--- config.mk ---
export PLATFORM = sky130hd
export DESIGN_NAME = vector_dac_spi
export DESIGN_NICKNAME = d
export VERILOG_FILES = /design/src/rtl/vector_pkg.sv /design/src/rtl/point_fifo.sv /design/src/rtl/vector_dac_spi.sv
export SDC_FILE = /design/constraint.sdc
export NUM_CORES = 1
export LEC_CHECK = 0
export BUFFER_PORTS_ARGS = -buffer_cell sky130_fd_sc_hd__buf_2
export CORE_MARGIN = 5
export CORE_UTILIZATION = 60
export CTS_CLUSTER_SIZE = 24
export DETAILED_ROUTE_END_ITERATION = 16
export PLACE_DENSITY_LB_ADDON = 0.1
export RECOVER_POWER = 25
export SETUP_SLACK_MARGIN = 0.15
export SLEW_MARGIN = 0
export SYNTH_ARGS = -nofsm -noshare
export SYNTH_HDL_FRONTEND = slang
export SYNTH_SLANG_ARGS = --single-unit
export TNS_END_PERCENT = 50
--- constraint.sdc ---
create_clock -name clk -period 5.81 [get_ports clk]
set_input_delay 1.162 -clock clk [delete_from_list [all_inputs] [get_ports clk]]
set_output_delay 1.162 -clock clk [all_outputs]
set_load 0.01 [all_outputs]
--- src/rtl/vector_pkg.sv ---
//------------------------------------------------------------------------------
// vector_pkg
//   Shared types and constants for the vector DAC SPI engine: the DAC code
//   width, the 16-bit command frame layout bits and the engine state enum.
//   Revision: 1.0
//------------------------------------------------------------------------------
`default_nettype none

package vector_pkg;

   // Native resolution of the dual-channel DAC
   localparam int DAC_WIDTH   = 12;
   localparam int FRAME_WIDTH = 16;

   // Command frame configuration bits
   localparam logic C_CH_X     = 1'b0;   // channel A carries X
   localparam logic C_CH_Y     = 1'b1;   // channel B carries Y
   localparam logic C_BUF      = 1'b0;   // unbuffered reference
   localparam logic C_GA_N     = 1'b1;   // 1x gain
   localparam logic C_SHDN_N   = 1'b1;   // output active

   typedef enum logic [2:0] {
      ST_IDLE    = 3'd0,
      ST_LOAD_X  = 3'd1,
      ST_SHIFT_X = 3'd2,
      ST_GAP     = 3'd3,
      ST_LOAD_Y  = 3'd4,
      ST_SHIFT_Y = 3'd5,
      ST_LATCH   = 3'd6
   } state_t;

   // Assemble one DAC command word: channel, config bits, 12-bit code
   function automatic logic [FRAME_WIDTH-1:0] dac_frame(
      input logic                 ch,
      input logic [DAC_WIDTH-1:0] code
   );
      return {ch, C_BUF, C_GA_N, C_SHDN_N, code};
   endfunction

endpackage

`default_nettype wire

--- src/rtl/point_fifo.sv ---
//------------------------------------------------------------------------------
// point_fifo
//   Synchronous FIFO with registered full/empty flags. Read data is
//   show-ahead (head entry visible on o_data while not empty). A push on a
//   full FIFO is accepted when a pop happens in the same cycle.
//   Ports:
//     clk, rst_n        clock, asynchronous active-low reset
//     i_push, i_data    write request and data
//     i_pop             read request (ignored when empty)
//     o_data            head entry
//     o_full, o_empty   occupancy flags
//   Revision: 1.0
//------------------------------------------------------------------------------
`default_nettype none

module point_fifo #(
   parameter int WIDTH = 16,
   parameter int DEPTH = 4
) (
   input  logic             clk,
   input  logic             rst_n,
   input  logic             i_push,
   input  logic             i_pop,
   input  logic [WIDTH-1:0] i_data,
   output logic [WIDTH-1:0] o_data,
   output logic             o_full,
   output logic             o_empty
);

   localparam int AW = (DEPTH > 1) ? $clog2(DEPTH) : 1;

   logic [WIDTH-1:0] r_mem [DEPTH];
   logic [AW-1:0]    r_wr_ptr;
   logic [AW-1:0]    r_rd_ptr;
   logic             r_full;
   logic             r_empty;

   logic             w_pop_ok;
   logic             w_push_ok;
   logic [AW-1:0]    w_wr_ptr_inc;
   logic [AW-1:0]    w_rd_ptr_inc;

   assign w_pop_ok     = i_pop && !r_empty;
   // A simultaneous pop frees the slot the push needs
   assign w_push_ok    = i_push && (!r_full || w_pop_ok);
   // Depth is a power of two, so pointers wrap naturally
   assign w_wr_ptr_inc = r_wr_ptr + AW'(1);
   assign w_rd_ptr_inc = r_rd_ptr + AW'(1);

   always_ff @(posedge clk) begin
      if (w_push_ok) begin
         r_mem[r_wr_ptr] <= i_data;
      end
   end

   always_ff @(posedge clk or negedge rst_n) begin
      if (!rst_n) begin
         r_wr_ptr <= '0;
         r_rd_ptr <= '0;
         r_full   <= 1'b0;
         r_empty  <= 1'b1;
      end else begin
         if (w_push_ok) begin
            r_wr_ptr <= w_wr_ptr_inc;
         end
         if (w_pop_ok) begin
            r_rd_ptr <= w_rd_ptr_inc;
         end
         if (w_push_ok && !w_pop_ok) begin
            r_empty <= 1'b0;
            r_full  <= (w_wr_ptr_inc == r_rd_ptr);
         end else if (w_pop_ok && !w_push_ok) begin
            r_full  <= 1'b0;
            r_empty <= (w_rd_ptr_inc == r_wr_ptr);
         end
      end
   end

   assign o_data  = r_mem[r_rd_ptr];
   assign o_full  = r_full;
   assign o_empty = r_empty;

endmodule

`default_nettype wire

--- src/rtl/vector_dac_spi.sv ---
//------------------------------------------------------------------------------
// vector_dac_spi
//   Buffers (x, y) points from a line rasteriser and streams each one to a
//   dual-channel 12-bit SPI DAC as two 16-bit frames (X on channel A, Y on
//   channel B), then pulses ldac_n so both outputs update together.
//   Ports:
//     clk, rst          clock, asynchronous active-low reset
//     wr, x_in, y_in    point strobe and coordinates
//     ready             FIFO not full
//     overflow          sticky: a point was dropped on a full FIFO
//     sclk, mosi, cs_n  SPI mode 0, MSB first
//     ldac_n            DAC latch strobe, active low
//   Revision: 1.0
//------------------------------------------------------------------------------
`default_nettype none

module vector_dac_spi
   import vector_pkg::*;
#(
   parameter int OUT_WIDTH   = 8,
   parameter int SCLK_DIV    = 4,
   parameter int CS_GAP      = 2,
   parameter int LDAC_CYCLES = 2,
   parameter int FIFO_DEPTH  = 4
) (
   input  logic                 clk,
   input  logic                 rst,
   input  logic                 wr,
   input  logic [OUT_WIDTH-1:0] x_in,
   input  logic [OUT_WIDTH-1:0] y_in,
   output logic                 ready,
   output logic                 overflow,
   output logic                 sclk,
   output logic                 mosi,
   output logic                 cs_n,
   output logic                 ldac_n
);

   localparam int          PW          = 2 * OUT_WIDTH;
   localparam logic [15:0] C_DIV_LAST  = 16'(SCLK_DIV - 1);
   localparam logic [15:0] C_GAP_LAST  = 16'(CS_GAP - 1);
   localparam logic [15:0] C_LDAC_LAST = 16'(LDAC_CYCLES - 1);
   localparam logic [4:0]  C_HALF_LAST = 5'd31;

   state_t                 r_state;
   state_t                 w_state_next;
   logic [15:0]            r_cnt;        // clk cycles within a half-period / gap / latch
   logic [15:0]            w_cnt_next;
   logic [4:0]             r_half;       // SCLK half-period index, odd = sclk high
   logic [4:0]             w_half_next;
   logic [FRAME_WIDTH-1:0] r_shift;
   logic [OUT_WIDTH-1:0]   r_y;          // Y held while the X frame is on the wire
   logic                   r_overflow;

   logic [PW-1:0]          w_fifo_data;
   logic [OUT_WIDTH-1:0]   w_fifo_x;
   logic                   w_full;
   logic                   w_empty;
   logic                   w_pop;
   logic                   w_load_x;
   logic                   w_load_y;
   logic                   w_shift_en;
   logic [DAC_WIDTH-1:0]   w_x_code;
   logic [DAC_WIDTH-1:0]   w_y_code;
   logic                   w_cs_n;
   logic                   w_sclk;
   logic                   w_mosi;
   logic                   w_ldac_n;

   point_fifo #(
      .WIDTH (PW),
      .DEPTH (FIFO_DEPTH)
   ) u_fifo (
      .clk     (clk),
      .rst_n   (rst),
      .i_push  (wr),
      .i_pop   (w_pop),
      .i_data  ({x_in, y_in}),
      .o_data  (w_fifo_data),
      .o_full  (w_full),
      .o_empty (w_empty)
   );

   assign w_fifo_x = w_fifo_data[PW-1:OUT_WIDTH];

   // Coordinates are left-justified into the DAC code word
   if (OUT_WIDTH >= DAC_WIDTH) begin : g_trunc
      assign w_x_code = w_fifo_x[OUT_WIDTH-1 -: DAC_WIDTH];
      assign w_y_code = r_y[OUT_WIDTH-1 -: DAC_WIDTH];
   end else begin : g_pad
      assign w_x_code = {w_fifo_x, {(DAC_WIDTH-OUT_WIDTH){1'b0}}};
      assign w_y_code = {r_y, {(DAC_WIDTH-OUT_WIDTH){1'b0}}};
   end

   always_ff @(posedge clk or negedge rst) begin
      if (!rst) begin
         r_state <= ST_IDLE;
      end else begin
         r_state <= w_state_next;
      end
   end

   // The SHIFT phase starts with sclk low, so the 16th falling edge is the
   // transition out of SHIFT, which is also where cs_n rises.
   always_comb begin
      w_state_next = r_state;
      w_cnt_next   = r_cnt + 16'd1;
      w_half_next  = r_half;
      w_pop        = 1'b0;
      w_load_x     = 1'b0;
      w_load_y     = 1'b0;
      w_shift_en   = 1'b0;
      w_cs_n       = 1'b1;
      w_sclk       = 1'b0;
      w_mosi       = 1'b0;
      w_ldac_n     = 1'b1;
      case (r_state)
         ST_IDLE: begin
            w_cnt_next  = '0;
            w_half_next = '0;
            if (!w_empty) begin
               w_pop        = 1'b1;
               w_load_x     = 1'b1;
               w_state_next = ST_LOAD_X;
            end
         end
         ST_LOAD_X, ST_LOAD_Y: begin
            w_cs_n       = 1'b0;
            w_mosi       = r_shift[FRAME_WIDTH-1];
            w_cnt_next   = '0;
            w_half_next  = '0;
            w_state_next = (r_state == ST_LOAD_X) ? ST_SHIFT_X : ST_SHIFT_Y;
         end
         ST_SHIFT_X, ST_SHIFT_Y: begin
            w_cs_n = 1'b0;
            w_sclk = r_half[0];
            w_mosi = r_shift[FRAME_WIDTH-1];
            if (r_cnt == C_DIV_LAST) begin
               w_cnt_next  = '0;
               w_half_next = r_half + 5'd1;
               if (r_half == C_HALF_LAST) begin
                  w_state_next = (r_state == ST_SHIFT_X) ? ST_GAP : ST_LATCH;
               end else if (r_half[0]) begin
                  // end of a high half-period: falling edge, advance a bit
                  w_shift_en = 1'b1;
               end
            end
         end
         ST_GAP: begin
            if (r_cnt == C_GAP_LAST) begin
               w_cnt_next   = '0;
               w_load_y     = 1'b1;
               w_state_next = ST_LOAD_Y;
            end
         end
         ST_LATCH: begin
            w_ldac_n = 1'b0;
            if (r_cnt == C_LDAC_LAST) begin
               w_cnt_next   = '0;
               w_state_next = ST_IDLE;
            end
         end
         default: begin
            w_state_next = ST_IDLE;
         end
      endcase
   end

   always_ff @(posedge clk or negedge rst) begin
      if (!rst) begin
         r_cnt      <= '0;
         r_half     <= '0;
         r_shift    <= '0;
         r_y        <= '0;
         r_overflow <= 1'b0;
      end else begin
         r_cnt  <= w_cnt_next;
         r_half <= w_half_next;
         if (w_load_x) begin
            r_shift <= dac_frame(C_CH_X, w_x_code);
            r_y     <= w_fifo_data[OUT_WIDTH-1:0];
         end else if (w_load_y) begin
            r_shift <= dac_frame(C_CH_Y, w_y_code);
         end else if (w_shift_en) begin
            r_shift <= {r_shift[FRAME_WIDTH-2:0], 1'b0};
         end
         // A write on a full FIFO is only lost when no pop frees a slot
         if (wr && w_full && !w_pop) begin
            r_overflow <= 1'b1;
         end
      end
   end

   assign ready    = !w_full;
   assign overflow = r_overflow;
   assign sclk     = w_sclk;
   assign mosi     = w_mosi;
   assign cs_n     = w_cs_n;
   assign ldac_n   = w_ldac_n;

endmodule

`default_nettype wire

==> impl_metrics.csv, run 1 <==
group,metric,value,unit
run_status,status,"finished, final reports clean",
logic_synthesis,synth.distinct_cells,65,
placed_design,place_inst,525,
floorplan,core_area,0.00876,mm²
floorplan,fp.dieW,105,µm
floorplan,dieArea,0.0110,mm²
timing,fin_crit,3110,ps
finish,drive_gt1_frac,0.198,
setup_path,crit_arrival,1950,ps
routing,dr_total_vias,3332,
cts,clk_path_buf_depth,2,
cts,cts_tree,"built",
placed_design,dp.final_hpwl,6680,µm
setup_path,reg2reg_from,"r_state[2]$_DFFE_PN0P_",
pwr,seqPwrFrac,0.388,
cts,cts_root_buffer,"clkbuf_8",
routing,first_iter_violations,171,
cts,clock_latency,500,ps
global_routing,grt_pass1_wl,17100,µm
cts,post-cts-setup-buffers,0,
timing,whs,473,ps
logic_synthesis,async_reset_ff_frac,0.443,
logic_synthesis,synth_edf_count,64,
floorplan,die_h,105,µm
global_routing,grt_max_degree,52,
pwr,intPower,2.12,mW
min_path,worst_hold_path.num_cells,1,
logic_synthesis,syn_area,0.00541,mm²
setup_path,crit_type,"reg2out",
routing,post-route-drc-count,0,
finish,fin_nets,464,
setup_path,r2r_cells,5,
timing,postLayoutSetupSlackWorst,2700,ps
logic_synthesis,synth_cells,410,
global_routing,antenna_found_initial,0,
pwr,comb_power_share,0.288,
cts,cts.sinks,115,
pwr,swShare,0.331,
timing,skew,13.1,ps
finish,stdcell_count,557,
global_routing,grt_use_met3,0.0506,
cts,cts_buffers,17,
pwr,switching_power,1.05,mW
global_routing,grt_use_met1,0.267,
min_path,holdCritPathClass,"reg2reg",
pwr,peakVddDrop,0.283,mV
timing,fmax,0.321,GHz
logic_synthesis,synth-seq-cells,115,
timing,tightest_slew,1120,ps
finish,area_growth,13.6,%
global_routing,busiest_layer,"met2",
pwr,power_density,516,mW/mm²
timing,setup_viol,0,
placed_design,io_buffers,24,
cts,clk_pin_slew,50,ps
timing,max-slew-margin-rel,0.250,
timing,hold_viol,0,
logic_synthesis,yosys_warnings,0,
global_routing,grt_overflow,0,
placed_design,place_ws,2940,ps
placed_design,gp_congestion,0.837,
logic_synthesis,ys_seq_area_frac,0.591,
setup_path,r2r_end,"u_fifo.r_mem[1][1]$_DFFE_PP_",
logic_synthesis,yosysTopAreaCell,"edfxtp_1",
routing,drt_wl_total,10400,µm
min_path,hold_start,"overflow$_DFFE_PN0P_",
finish,fillers,628,
logic_synthesis,syn_nets,438,
finish,antenna_cells,0,
setup_path,end_kind,"output pin",
timing,fin_crit_sh,0.535,
floorplan,num_io_pins,25,
floorplan,placementRows,34,
timing,drv_slew,0,
cts,post_cts_resized,0,
pwr,leakagePower,2.35,nW
routing,detail_route.wl_per_cell,18.7,µm
timing,timing.setup.tns,0,ps
logic_synthesis,avgSynthCellArea,13.2,µm²
logic_synthesis,synthTopCellsByArea,"edfxtp_1, dfrtp_1, mux4_2",
setup_path,startpoint_type,"flop",
global_routing,gr-usage-met2,0.312,
pwr,pwr-share-clk,0.324,
global_routing,grt_util_all_layers,0.198,
flow_run,max-cap-violations,0,
global_routing,first_global_vias,3355,
setup_path,rrSetupSlack,2950,ps
setup_path,worst-path-max-fanout,20,
timing,rsz0062_at_grt,"no",
routing,ant_nets,0,
floorplan,initial_utilization,0.617,
cts,hold_buffers,0,
min_path,worstHoldEndpoint,"overflow$_DFFE_PN0P_",
logic_synthesis,yosysTopAreaCellShare,0.355,
logic_synthesis,synth_ff_type,"edfxtp_1",
routing,vias_per_cell,5.98,
routing,first_pass_iters,5,
setup_path,critPathRequiredTime,4650,ps
cts,ctsHtreeMaxLevel,4,
## cell usage after synthesis, types with 4 or more instances
cell type	instances
xnor2_1	18
buf_2	6
a21oi_1	7
o21ai_0	16
mux4_2	16
or3_1	9
nor2b_1	6
and2_1	4
a2bb2oi_1	7
nand2_1	49
nand3_1	23
nor2_1	17
clkbuf_1	6
edfxtp_1	64
dfrtp_1	50
a221o_1	7
inv_1	11
nor4_4	4
ha_1	9
nor2_2	10
nor4_1	5
## per-layer routing
metal | vias up | part of all wire | wire [µm]
met4 | 0 | 0.014 | 151
met3 | 12 | 0.048 | 502
li1 | 1587 | - | -
met5 | - | 0 | 0
met1 | 1656 | 0.45 | 4650
met2 | 77 | 0.49 | 5120
## registers in the layout, summed over array words and instances (netlist names)
register	cells
u_fifo.r_rd_ptr	2
overflow	1
r_y	8
r_shift	12
u_fifo.o_full	1
u_fifo.r_mem	64
r_half	5
u_fifo.r_wr_ptr	2
r_cnt	16
u_fifo.o_empty	1
r_state	3
## worst max-delay path, stage by stage (launching register included)
cell and delay (ps):
dfrtp_1 750, and3b_1 360, nor2_1 100, nor2b_1 120
buf_2 130
## how the worst max path moves through the flow
stage | start | end | cells past startpoint
floorplan | r_state[0]$_DFFE_PN0P_ | mosi | 5
global placement | r_state[2]$_DFFE_PN0P_ | u_fifo.r_mem[1][13]$_DFFE_PP_ | 5
detailed placement | r_state[2]$_DFFE_PN0P_ | u_fifo.r_mem[1][11]$_DFFE_PP_ | 5
CTS | r_state[0]$_DFFE_PN0P_ | sclk | 4
global route | r_state[0]$_DFFE_PN0P_ | sclk | 4
finish | r_state[0]$_DFFE_PN0P_ | sclk | 4
## power groups by stage
stage	Combinational, mW	Clock [mW]	Sequential (mW)
after floorplan	0.792	0	1.15
after global placement	0.889	0	1.23
after detailed placement	0.912	0	1.24
after CTS	0.920	1.04	1.23
after global routing	1.01	1.08	1.25
final	0.912	1.03	1.23
## cells by family after synthesis
| logic type | Yosys count | share of synthesized area |
|---|---|---|
| AOI/OAI and AO/OA | 60 | 0.0863 |
| adders and majority gates | 10 | 0.0227 |
| DFF | 115 | 0.591 |
| and+or+nand+nor | 153 | 0.163 |
| xor gates and xnor gates | 20 | 0.0324 |
| buffers and inverters | 32 | 0.0301 |
| muxes | 20 | 0.0742 |
## layout make-up
| type | count | area [µm²] | area share |
|---|---|---|---|
| Timing Repair Buffer | 27 | 123 | 0.0200 |
| Inverter | 12 | 45.0 | 0.00733 |
| Sequential cell | 115 | 3200 | 0.521 |
| Multi-Input combinational cell | 263 | 2050 | 0.333 |
| Tap cell | 108 | 135 | 0.0220 |
| Clock inverter | 14 | 176 | 0.0287 |
| Clock buffer | 18 | 418 | 0.0680 |
## cell usage in the layout, fill, tap and decap left out, types with 5 or more instances in the layout
| cell type | n |
|---|---|
| nor2_2 | 10 |
| nor2_1 | 17 |
| nand3_1 | 23 |
| a221o_1 | 7 |
| clkbuf_16 | 16 |
| edfxtp_1 | 64 |
| dfrtp_1 | 50 |
| mux4_2 | 16 |
| o21ai_0 | 16 |
| clkbuf_1 | 17 |
| nor4_1 | 5 |
| or3_1 | 9 |
| a21oi_1 | 7 |
| ha_1 | 9 |
| xnor2_1 | 18 |
| nor2b_1 | 6 |
| nand2_1 | 49 |
| buf_2 | 8 |
| a2bb2oi_1 | 7 |
| inv_1 | 11 |
## through the flow
| stage | power (mW) | util | cell area [µm²] |
|---|---|---|---|
| after floorplan | 1.94 | - | 5410 |
| after global placement | 2.12 | 0.636 | 5570 |
| after detailed placement | 2.15 | 0.636 | 5570 |
| after CTS | 3.19 | 0.703 | 6160 |
| after global routing | 3.35 | 0.701 | 6140 |
| final | 3.17 | 0.701 | 6140 |
Note: power is estimated with default switching activity, not from simulation.
==> run 2, diff against run 1 <==
- ABC_AREA: not set -> 1
- clock period: 5.81 -> 3 ns (I/O delays scaled with it)
==> run 2 against run 1 <==
  * Core utilization grew 0.44 points
  * Cell area shrank 0.83%
  * Non-clock buffer count grew 7
  * Sequential share of layout area grew 0.44 points
==> impl_metrics.csv, run 2 <==
group,metric,value,unit
logic_synthesis,synthTopCellsByArea,"edfxtp_1, dfrtp_1, nand2_1",
routing,vias_per_cell,5.40,
finish,fin_util,0.706,
placed_design,io_buffers,24,
logic_synthesis,synth.distinct_cells,42,
logic_synthesis,synth_compound_area_frac,0.0886,
floorplan,dieArea,0.0108,mm²
logic_synthesis,syn_area,0.00528,mm²
logic_synthesis,ys_seq_area_frac,0.606,
routing,first_iter_violations,226,
finish,largestRegisters,"u_fifo.r_mem (64), r_cnt (16), r_shift (12)",
timing,max-slew-margin-rel,0.353,
cts,ctsHtreeMaxLevel,4,
setup_path,cp_slowest_cell,"dfrtp_1",
logic_synthesis,yosysTopAreaCellShare,0.364,
pwr,power_density,711,mW/mm²
logic_synthesis,synth.mux.area_fraction,0,
setup_path,worst-path-max-fanout,9,
logic_synthesis,synth_edf_count,64,
floorplan,fp.dieW,104,µm
logic_synthesis,yosysTopAreaCell,"edfxtp_1",
min_path,holdCritPathClass,"in2reg",
logic_synthesis,avgSynthCellArea,10.0,µm²
setup_path,crit_chain,"o21ai_4, nand2_1, nor2_1, buf_2",
timing,tightest_slew,969,ps
flow_run,max-cap-violations,0,
logic_synthesis,synth_cells,526,
finish,area_growth,15.4,%
cts,clock_latency,510,ps
finish,largest-register,"u_fifo.r_mem",
floorplan,num_io_pins,25,
floorplan,placementRows,34,
logic_synthesis,syn_nets,554,
routing,dr_total_vias,3696,
finish,stdcell_count,684,
timing,setup_viol,0,
cts,cts_root_buffer,"clkbuf_8",
timing,rsz0062_at_grt,"no",
global_routing,first_global_vias,3737,
logic_synthesis,synth-xor-area-share,0.0232,
timing,drv_slew,0,
logic_synthesis,synth_ff_type,"edfxtp_1",
cts,clk_pin_slew,60,ps
routing,detail_route.wl_per_cell,15.3,µm
logic_synthesis,async_reset_ff_frac,0.443,
cts,post-cts-setup-buffers,0,
routing,drt_wl_total,10500,µm
finish,final_cell_mix,"nand2_1, edfxtp_1, nor2_1",
finish,antenna_cells,0,
timing,hold_viol,0,
placed_design,gp_congestion,0.860,
cts,cts_tree,"built",
logic_synthesis,synth-seq-cells,115,
logic_synthesis,synth_most_common_cell,"nand2_1",
timing,fmax,0.441,GHz
routing,post-route-drc-count,0,
logic_synthesis,synth_top_family_by_area,"simple AND/OR/NAND/NOR gates",
timing,skew,8.72,ps
cts,clk_path_buf_depth,2,
timing,fin_crit_sh,0.755,
pwr,power,4.33,mW
setup_path,critPathRequiredTime,2400,ps
placed_design,dp.final_hpwl,6690,µm
logic_synthesis,synth_common_cells,"nand2_1, edfxtp_1, nor2_1",
floorplan,initial_utilization,0.611,
finish,fin_nets,591,
setup_path,crit_buf_inv,1,
setup_path,critical-path-top-delay-family,"flip-flops",
floorplan,core_area,0.00864,mm²
setup_path,slowest_delay,490,ps
setup_path,end_kind,"output pin",
logic_synthesis,synth-simple-area-share,0.205,
placed_design,place_inst,651,
finish,final_common_cell,"nand2_1",
global_routing,grt_pass1_wl,17700,µm
floorplan,die_h,104,µm
setup_path,startpoint_type,"flop",
cts,cts.sinks,115,
cts,cts_buffers,17,
pwr,leakagePower,2.55,nW
setup_path,crit_type,"reg2out",
run_status,status,"finished, final reports clean",
global_routing,grt_overflow,0,
logic_synthesis,synth_adder_area_share,0.0213,
timing,timing.setup.tns,0,ps
pwr,peakVddDrop,0.470,mV
global_routing,grt_util_all_layers,0.205,
logic_synthesis,yosys_warnings,0,
routing,ant_nets,0,
global_routing,antenna_found_initial,0,
global_routing,grt_max_degree,37,
timing,whs,330,ps
finish,largest_reg_flops,64,
timing,fin_crit,2270,ps
setup_path,crit_arrival,1670,ps
routing,first_pass_iters,5,
finish,drive_gt1_frac,0.130,
[run 2: cell types whose count changed after synthesis, moves of 7 or more]
cell	change
xnor2_1	-16
inv_1	+34
nand2_1	+88
xor2_1	+10
a21oi_1	+14
or3_1	-9
mux4_2	-16
a2bb2oi_1	-7
nor2_1	+44
nor2_2	-7
o22ai_1	+7
o21ai_0	+9
[run 2: layout make-up]
class	instances	area, µm²
sequential	115	3200
fill	636	2540
multi-input combinational	344	1790
clock buffer	17	414
inverter	51	206
timing repair buffer	34	179
clock inverter	15	171
tap	108	135
[run 2: through the flow]
stage	instance area, µm²	setup slack [ps]
2_1_floorplan	5280	880
3_3_place_gp	5520	1030
3_5_place_dp	5520	950
4_1_cts	6110	720
5_1_grt	6090	622
6_report	6090	734
[run 2: report_power, final]
part | internal, mW | leakage, nW | switching [mW]
logic | 0.115 | 1.05 | 0.254
registers | 1.90 | 1.22 | 0.0697
clock network | 1.21 | 0.282 | 0.783
total | 3.23 | 2.55 | 1.11
[run 2: layer usage]
layer  GRT usage  vias up  part of all wire
met4      0.0749        0             0.012
met2       0.353      108              0.53
met3      0.0510       13             0.050
met5           0        -                 0
met1       0.249     1739              0.41
li1            -     1836                 -
[run 2: worst reg2reg max path, cell delays in order, from the launching register on]
cell and delay [ps]:
dfrtp_1 530, inv_1 140, nand2_4 130, nor2_8 80, o21ai_2 320, inv_1 90, ha_1 330, a21oi_1 150
o2111ai_1 140, o21ai_0 100
[run 2: what timing repair did]
item	4_1_cts	5_1_grt
endpoints found under the hold margin	8	0
hold buffers	1	0
setup endpoints to repair	0	0
gates resized for setup	0	0
[run 2: path summary, 6_finish.rpt]
path | startpoint | endpoint | slack [ps] | cells after the start
max reg2reg | r_state[2]$_DFFE_PN0P_ | u_fifo.o_full$_DFFE_PN0P_ | 900 | 9
min in group asynchronous | rst | r_cnt[6]$_DFF_PN0_ | 480 | 2
min | y_in[0] | u_fifo.r_mem[1][0]$_DFFE_PP_ | 330 | 1
max in group asynchronous | rst | r_y[2]$_DFFE_PN0N_ | 1900 | 3
max | r_state[2]$_DFFE_PN0P_ | mosi | 730 | 4
min reg2reg | overflow$_DFFE_PN0P_ | overflow$_DFFE_PN0P_ | 480 | 1
[run 2: cell families after synthesis]
logic type	count (synthesis)
xor gates and xnor gates	14
and+or+nand+nor	245
DFF	115
AOI/OAI and AO/OA	76
adders and majority gates	9
buffers and inverters	67
==> run 3, diff against run 2 <==
- clock period: 3 -> 2.3 ns (I/O delays scaled with it)
==> run 3 against run 2 <==
  * Global-route usage is 0.38 points higher
  * Sequential power rose by 31%
  * First-iteration DRC count grew 5.8%
  * Largest power group unchanged
==> impl_metrics.csv, run 3 (synthesis gave the netlist of run 2 again) <==
group,metric,value,unit
run_status,status,"finished, final reports clean",
placed_design,gp_congestion,0.839,
finish,fin_area,0.00616,mm²
setup_path,r2r_cells,9,
setup_path,crit_type,"reg2out",
timing,timing.setup.tns,0,ps
global_routing,grt_max_degree,52,
pwr,intPower,4.23,mW
timing,max-slew-margin-rel,0.642,
finish,largest-register,"u_fifo.r_mem",
routing,first_iter_violations,239,
floorplan,dieArea,0.0108,mm²
setup_path,critPathRequiredTime,1840,ps
cts,clock_latency,520,ps
routing,ant_nets,0,
setup_path,crit_arrival,1620,ps
finish,area_growth,16.6,%
finish,largestRegisters,"u_fifo.r_mem (64), r_cnt (16), r_shift (12)",
finish,final_cell_mix,"nand2_1, edfxtp_1, nor2_1",
pwr,switching_power,1.47,mW
setup_path,startpoint_type,"flop",
placed_design,placed_cell_area,0.00554,mm²
setup_path,cp_common_cell,"nand2_4",
pwr,comb_power_share,0.086,
min_path,worst_hold_path.num_cells,1,
pwr,leakagePower,2.58,nW
setup_path,crit_chain,"inv_2, nand2_4, nand2_4, nor2_1, buf_2",
timing,fin_crit_sh,0.902,
global_routing,grt_util_all_layers,0.209,
min_path,hold_start,"y_in[6]",
finish,fin_nets,595,
setup_path,cp_slowest_cell,"dfrtp_1",
routing,drt_wl_total,10400,µm
cts,cts_tree,"built",
setup_path,slowest_delay,550,ps
min_path,worstHoldEndpoint,"u_fifo.r_mem[2][6]$_DFFE_PP_",
global_routing,antenna_found_initial,0,
timing,fmax,0.482,GHz
routing,vias_per_cell,5.42,
cts,cts.sinks,115,
placed_design,io_buffers,24,
setup_path,r2r_end,"u_fifo.o_full$_DFFE_PN0P_",
floorplan,initial_utilization,0.611,
pwr,power_density,926,mW/mm²
setup_path,critical-path-top-delay-family,"flip-flops",
floorplan,fp.dieW,104,µm
finish,fin_util,0.713,
finish,fillers,629,
setup_path,worst-path-max-fanout,7,
finish,ff_latch_area,0.00320,mm²
cts,ctsHtreeMaxLevel,4,
flow_run,max-cap-violations,0,
finish,antenna_cells,0,
cts,cts_buffers,17,
timing,fin_crit,2080,ps
finish,drive_gt1_frac,0.141,
floorplan,core_area,0.00864,mm²
timing,rsz0062_at_grt,"yes",
finish,final_common_cell,"nand2_1",
routing,post-route-drc-count,0,
global_routing,grt_pass1_wl,18100,µm
floorplan,placementRows,34,
setup_path,rrSetupSlack,320,ps
cts,clk_path_buf_depth,2,
setup_path,crit_buf_inv,2,
setup_path,end_kind,"output pin",
finish,largest_reg_flops,64,
pwr,swShare,0.258,
cts,clk_pin_slew,60,ps
pwr,pwr-share-clk,0.462,
routing,first_pass_iters,4,
placed_design,dp.final_hpwl,6640,µm
cts,cts_root_buffer,"clkbuf_8",
pwr,seqPwrFrac,0.452,
timing,skew,13.2,ps
timing,hold_viol,0,
floorplan,num_io_pins,25,
min_path,holdCritPathClass,"in2reg",
finish,multi_input_area,0.00180,mm²
routing,detail_route.wl_per_cell,15.1,µm
floorplan,die_h,104,µm
timing,drv_slew,0,
timing,setup_viol,0,
timing,tightest_slew,534,ps
global_routing,grt_overflow,0,
setup_path,reg2reg_from,"r_state[1]$_DFFE_PN0P_",
pwr,peakVddDrop,0.778,mV
routing,dr_total_vias,3731,
global_routing,first_global_vias,3809,
==> run 3: changes by cell type in the layout (fill, tap and decap cells not counted), sizes merged <==
| cell | before | now |
|---|---|---|
| buf | 18 | 21 |
| clkinvlp | 2 | 1 |
| clkinv | 6 | 4 |
| clkbuf | 32 | 33 |
| inv | 56 | 59 |
==> run 3: area by class of cell <==
| type | instances | share of cell area |
|---|---|---|
| clock inverters | 15 | 0.0297 |
| well taps | 108 | 0.0220 |
| clock buffers | 17 | 0.0673 |
| multi-input cells | 344 | 0.292 |
| inverters | 51 | 0.0335 |
| repair buffers | 38 | 0.0358 |
| flip-flops and latches | 115 | 0.520 |
==> run 3: through the flow <==
step / hold slack, ps / std cells / total power, mW / worst slack [ps]
CTS: 124 / 686 / 5.75 / 164
floorplan: 164 / 526 / 2.89 / 180
finish: 186 / 688 / 5.70 / 225
global placement: 450 / 653 / 3.09 / 442
global route: 187 / 688 / 5.94 / 125
detailed placement: 465 / 653 / 3.11 / 298
==> run 3: power groups by stage <==
stage	clock, mW	combinational [mW]	sequential (mW)
final	2.63	0.488	2.58
after detailed placement	0	0.495	2.62
after global routing	2.79	0.552	2.60
after floorplan	0	0.288	2.60
after CTS	2.67	0.499	2.58
after global placement	0	0.483	2.61
==> run 3: worst max path at each step <==
stage	from	end	cells after the start
floorplan	r_state[1]$_DFFE_PN0P_	u_fifo.r_mem[0][0]$_DFFE_PP_	5
global placement	r_state[2]$_DFFE_PN0P_	u_fifo.o_full$_DFFE_PN0P_	9
detailed placement	r_state[2]$_DFFE_PN0P_	u_fifo.o_full$_DFFE_PN0P_	9
CTS	r_state[2]$_DFFE_PN0P_	mosi	4
global route	r_state[1]$_DFFE_PN0P_	sclk	5
finish	r_state[1]$_DFFE_PN0P_	sclk	5
==> run 3: repair_timing <==
item | 4_1_cts | 5_1_grt
gates resized for setup | 2 | 2
pin swaps | 0 | 1
buffers inserted | 0 | 2
setup endpoints to repair | 2 | 2
hold buffers | 1 | 0
hold endpoints to repair | 50 | 0
==> run 3: per-layer routing <==
metal / track usage / wire length (µm) / up-vias
met5: 0 / 0 / -
met4: 0.0786 / 127 / 0
met3: 0.0529 / 403 / 13
met2: 0.350 / 5230 / 80
met1: 0.261 / 4640 / 1804
li1: - / - / 1834
